<file path="config.mk">
export PLATFORM = sky130hd
export DESIGN_NAME = rf_write_arb
export DESIGN_NICKNAME = d
export VERILOG_FILES = /design/src/rtl/rf_write_arb.sv
export SDC_FILE = /design/constraint.sdc
export NUM_CORES = 2
export LEC_CHECK = 0
export ABC_AREA = 1
export ABC_CLOCK_PERIOD_IN_PS = 18300
export CORE_AREA = 4 4 311 313
export DETAILED_ROUTE_END_ITERATION = 16
export DIE_AREA = 0 0 315 317
export PLACE_DENSITY_LB_ADDON = 0.05
export SLEW_MARGIN = 25
export SYNTH_ARGS = -nofsm -noshare
export SYNTH_HDL_FRONTEND = slang
export SYNTH_SLANG_ARGS = --single-unit
</file>
<file path="constraint.sdc">
create_clock -name clk -period 18.3 [get_ports clk]
set_input_delay 2.745 -clock clk [delete_from_list [all_inputs] [get_ports clk]]
set_output_delay 2.745 -clock clk [all_outputs]
set_load 0.02 [all_outputs]
</file>
<file path="src/rtl/rf_write_arb.sv">
// Round-robin write-port arbiter in front of a multi-ported register file.
// Grants up to WRITE distinct-address requests per cycle and registers them onto the file's ports.
module rf_write_arb #(
  parameter int DATA     = 32,
  parameter int ADDR     = 4,
  parameter int WRITE    = 4,
  parameter int REQ      = 8,
  parameter bit ZERO_REG = 1'b0
) (
  input  logic                        clk,
  input  logic                        reset_,
  input  logic [REQ-1:0]              req_,
  input  logic [REQ-1:0][ADDR-1:0]    req_addr,
  input  logic [REQ-1:0][DATA-1:0]    req_data,
  output logic [REQ-1:0]              gnt_,
  output logic [WRITE-1:0][ADDR-1:0]  waddr,
  output logic [WRITE-1:0]            we_,
  output logic [WRITE-1:0][DATA-1:0]  wdata
);

  localparam int PW = (REQ > 1) ? $clog2(REQ) : 1;

  logic [PW-1:0]                 ptr_q, ptr_d;
  logic [WRITE-1:0][ADDR-1:0]    waddr_q, waddr_d;
  logic [WRITE-1:0]              we_q, we_d;
  logic [WRITE-1:0][DATA-1:0]    wdata_q, wdata_d;

  // Requests rotated into scan order: position j is requester (ptr + j) mod REQ.
  logic [REQ-1:0][PW-1:0]        scan_idx;
  logic [REQ-1:0]                scan_req;
  logic [REQ-1:0][ADDR-1:0]      scan_addr;
  logic [REQ-1:0][DATA-1:0]      scan_data;

  generate
    for (genvar gi = 0; gi < REQ; gi++) begin : g_scan
      logic [PW:0] sum_w;
      assign sum_w         = {1'b0, ptr_q} + (PW+1)'(gi);
      assign scan_idx[gi]  = (sum_w >= (PW+1)'(REQ)) ? PW'(sum_w - (PW+1)'(REQ)) : PW'(sum_w);
      assign scan_req[gi]  = ~req_[scan_idx[gi]];
      assign scan_addr[gi] = req_addr[scan_idx[gi]];
      assign scan_data[gi] = req_data[scan_idx[gi]];
    end
  endgenerate

  logic [REQ-1:0]  sel_scan;
  logic [REQ-1:0]  sel;
  logic            conflict;
  logic            any_sel;
  logic [PW-1:0]   last_idx;
  int              cnt;

  always_comb begin
    sel_scan = '0;
    sel      = '0;
    conflict = 1'b0;
    any_sel  = 1'b0;
    last_idx = ptr_q;
    cnt      = 0;
    waddr_d  = waddr_q;
    wdata_d  = wdata_q;
    we_d     = '1;
    for (int j = 0; j < REQ; j++) begin
      if (scan_req[j] && (cnt < WRITE)) begin
        conflict = 1'b0;
        for (int j2 = 0; j2 < REQ; j2++) begin
          if ((j2 < j) && sel_scan[j2] && (scan_addr[j2] == scan_addr[j])) conflict = 1'b1;
        end
        if (!conflict) begin
          sel_scan[j]       = 1'b1;
          sel[scan_idx[j]]  = 1'b1;
          any_sel           = 1'b1;
          last_idx          = scan_idx[j];
          for (int k = 0; k < WRITE; k++) begin
            if (k == cnt) begin
              waddr_d[k] = scan_addr[j];
              wdata_d[k] = scan_data[j];
              // A granted write to register 0 still claims its port but is never issued.
              we_d[k]    = ZERO_REG && (scan_addr[j] == '0);
            end
          end
          cnt = cnt + 1;
        end
      end
    end
    if (!any_sel)                      ptr_d = ptr_q;
    else if (last_idx == PW'(REQ - 1)) ptr_d = '0;
    else                               ptr_d = last_idx + PW'(1);
  end

  assign gnt_ = reset_ ? ~sel : '1;

  always_ff @(posedge clk or negedge reset_) begin
    if (!reset_) begin
      ptr_q   <= '0;
      we_q    <= '1;
      waddr_q <= '0;
      wdata_q <= '0;
    end else begin
      ptr_q   <= ptr_d;
      we_q    <= we_d;
      waddr_q <= waddr_d;
      wdata_q <= wdata_d;
    end
  end

  assign waddr = waddr_q;
  assign we_   = we_q;
  assign wdata = wdata_q;

endmodule

</file>
==> reports/results.tsv <==
stage	metric	value	unit
global_route	initial antenna violation count	2	
setup_path	reg2reg path depth	35	
floorplanning	die height	317	um
layout	share of layout cells above drive strength 1	3.50	%
sta	slew margin rel.	16.9	%
placement	Port-buffer cells	453	
synth	asr flop ratio synth	100	%
setup_path	CP Launch Point	req_[6]	
setup_path	Largest stage delay, worst path	740	ps
global_route	pin count of the biggest net entering global routing	211	
clock_network	Clock Path Buffers	2	
clock_network	CTS Sinks	151	
setup_path	crit path capture	gnt_[1]	
setup_path	slowest CP cell	clkdlybuf4s50_1	
layout	area delta synth->final	20.7	%
route	DRT Pass-1 Iters	8	
placement	pre-CTS setup slack	3820	ps
clock_network	Root Buffer	clkbuf_16	
synth	syn_area_per_cell	4.96	um2
hold_path	HP Class	reg -> reg	
synth	Post-Synthesis Cells	5626	
setup_path	Crit path top cell by count	nand2_1	
setup_path	CP Launch Type	input pin	
setup_path	Crit Path Class	in -> out	
placement	DP HPWL	137000	um
synth	Ys Warns	0	
synth	Seq/Total Area, Yosys	13.5	%
route	# DRC	0	
clock_network	Worst-Skew Late Latency	480	ps
synth	post-synthesis cell type count	48	
floorplanning	Core Rows	113	
synth	top cells by area, synth	nand2_1 36%, o21ai_0 19%, dfrtp_1 13%	
route	Via density	5.45	
clock_network	# H-tree levels	4	
layout	# nets final	6087	
synth	Post-synth EDFFs	0	
floorplanning	Die X	315	um
sta	slew at the pin with the worst max-slew slack	1230	ps
setup_path	Critical Path AT	11830	ps
layout	FILL cells	11000	
synth	Net Count, Synth	5951	
floorplanning	core area	94300	um2
clock_network	hold buffers post-CTS	0	
route	DRT iter0 DRCs	3262	
floorplanning	initial core utilization	29.6	%
placement	GP Congestion	0.974	
synth	top cell type's share of synthesized area	35.8	%
flow_run	max cap viols	0	
setup_path	RR Startpoint	ptr_q[0]	
global_route	overall routing resource usage	34.7	%
setup_path	CP Max Fanout	65	
synth	post-synth top area cell	nand2_1	
sta	Peak Freq	68.6	MHz
sta	Pins Over Slew Limit	0	
sta	setup TNS	0	ps
clock_network	CTS clock-pin slew for the worst setup and hold paths	80	ps
floorplanning	Die ar.	99900	um2
clock_network	CTS-repair resized insts	0	
clock_network	CTS buffer count	17	
sta	final setup margin	3720	ps
setup_path	reg2reg end	wdata[36]	
outcome	outcome	complete, no violations	
sta	Worst Skew	22.2	ps
sta	RSZ-0062 raised after global routing	false	
clock_network	post-CTS setup buffer count	0	
route	Total Wirelength	179000	um
sta	Setup-failing EPs final	0	
global_route	Overflow after GRT	0	
setup_path	CP Data Required Time	15550	ps
synth	FF+latch count, synth	151	
sta	final worst-path cycle share	79.7	%
global_route	vias in the first global route	36900	
route	Detail Route Antenna Nets	0	
synth	ys flop type	dfrtp_1	
synth	Mapped Area	27900	um2
setup_path	CP Capture Type	output port	
route	via count	38400	
sta	final-report hold violation count	0	
setup_path	setup slack, reg-to-reg	6480	ps
global_route	first-pass GRT wire length	251000	um
sta	fin crit period	14580	ps
floorplanning	num ports	454	
route	post-DR wirelength/cell	25.5	um
clock_network	CTS tree	done	
[critical path, delay by kind of cell]
kind / cells / cell delay (ps)
compound gates: 6 / 1970
simple gates: 14 / 3460
buf+inv: 7 / 2480
fa+ha+maj: 4 / 1140
[layer usage]
layer | global-route usage [%] | wire length, um | vias up
li1 | - | - | 18400
met1 | 32.3 | 57700 | 17900
met2 | 66.9 | 94100 | 1552
met3 | 3.26 | 7710 | 572
met4 | 31.5 | 19800 | 0
met5 | 0 | 0 | -
[final cells by class]
cell class | count | area (um2) | share of cell area, %
inverters | 387 | 1470 | 4.35
well taps | 1265 | 1580 | 4.69
clock buffers | 21 | 450 | 1.34
flip-flops and latches | 151 | 3790 | 11.2
clock inverters | 11 | 101 | 0.301
repair buffers | 543 | 5220 | 15.5
multi-input cells | 4662 | 21100 | 62.6
diodes | 1 | 2.50 | 0.00742
[synthesized netlist by cell type, types with 2 or more instances]
cell       instances
a211oi_1           5
a21oi_1           48
a221oi_1           6
a22oi_1            6
a31oi_1            2
and2_1             3
buf_1             54
buf_2             82
buf_4             12
clkbuf_1         277
clkinv_1           2
dfrtp_1          147
dfstp_2            4
ha_1              27
inv_1            364
inv_2             21
nand2_1         2660
nand2_2            9
nand2_4            3
nand3_1          365
nand3_2            4
nand3b_1           3
nand4_1           22
nor2_1           124
nor2_2             3
nor2_4             4
nor3_1            35
nor4_1             7
o2111ai_1          2
o211ai_1          89
o21a_1            19
o21ai_0         1084
o21ai_1           15
o21ai_2            6
o221ai_1           8
o22ai_1           18
or2_2              2
xnor2_1           24
xor2_1            50
xor2_2             2
[metrics by stage]
stage	cell area (um2)	cells	hold slack (ps)	utilization [%]
floorplan	27900	5626	1010	-
global placement	33200	7008	932	35.2
detailed placement	33200	7008	928	35.2
CTS	33700	7040	941	35.7
global route	33700	7040	990	35.7
finish	33700	7041	939	35.7
[sequential cells by signal, indices dropped and copies added (netlist names)]
name and cells:
wdata 128, waddr 16, we_ 4, ptr_q 3
[cells in the final DEF (no fill, tap or decap), types with 4 or more instances in the layout]
master	netlist	final
a22oi_1	6	6
nor2_1	124	123
clkbuf_16	0	17
nor2_4	4	6
nand2_1	2660	2649
xor2_1	50	50
nand2_4	3	10
dfrtp_1	147	145
xnor2_1	24	23
nand3_2	4	4
inv_2	21	18
o21a_1	19	19
nor3_1	35	35
o21ai_2	6	7
a21oi_1	48	48
nand2_2	9	13
nand3_1	365	364
a221oi_1	6	6
nand4_1	22	22
o21ai_1	15	35
buf_4	12	89
clkinvlp_4	0	4
o21ai_0	1084	1063
a211oi_1	5	5
ha_1	27	26
inv_1	364	362
o221ai_1	8	8
dfstp_2	4	4
o22ai_1	18	18
o211ai_1	89	89
nor4_1	7	7
clkdlybuf4s50_1	0	452
[how the worst min path moves through the flow]
stage	start	endpoint	slack (ps)	cells past startpoint
floorplan	waddr[12]	waddr[12]	1010	10
global placement	ptr_q[0]	ptr_q[0]	930	2
detailed placement	ptr_q[0]	ptr_q[0]	930	2
CTS	ptr_q[0]	ptr_q[0]	940	2
global route	ptr_q[0]	ptr_q[0]	990	2
finish	ptr_q[0]	ptr_q[0]	940	2
[kinds of logic (layout without fill, tap and decap cells)]
kind of cell               after synthesis  in the layout  synth area share, %
and+or+nand+nor                       3244           3244                 46.1
AOI/OAI and AO/OA                     1313           1313                 25.1
buffers and inverters                  813            962                 11.5
DFF                                    151            151                 13.5
xor gates and xnor gates                77             77                 2.50
adders and majority gates               27             27                 1.21
muxes                                    1              1               0.0358
other                                    0              1                    0
Power is left out: the tool's default activity adds up to more than one toggle a clock period on the data nets, which glitch-free logic cannot reach.
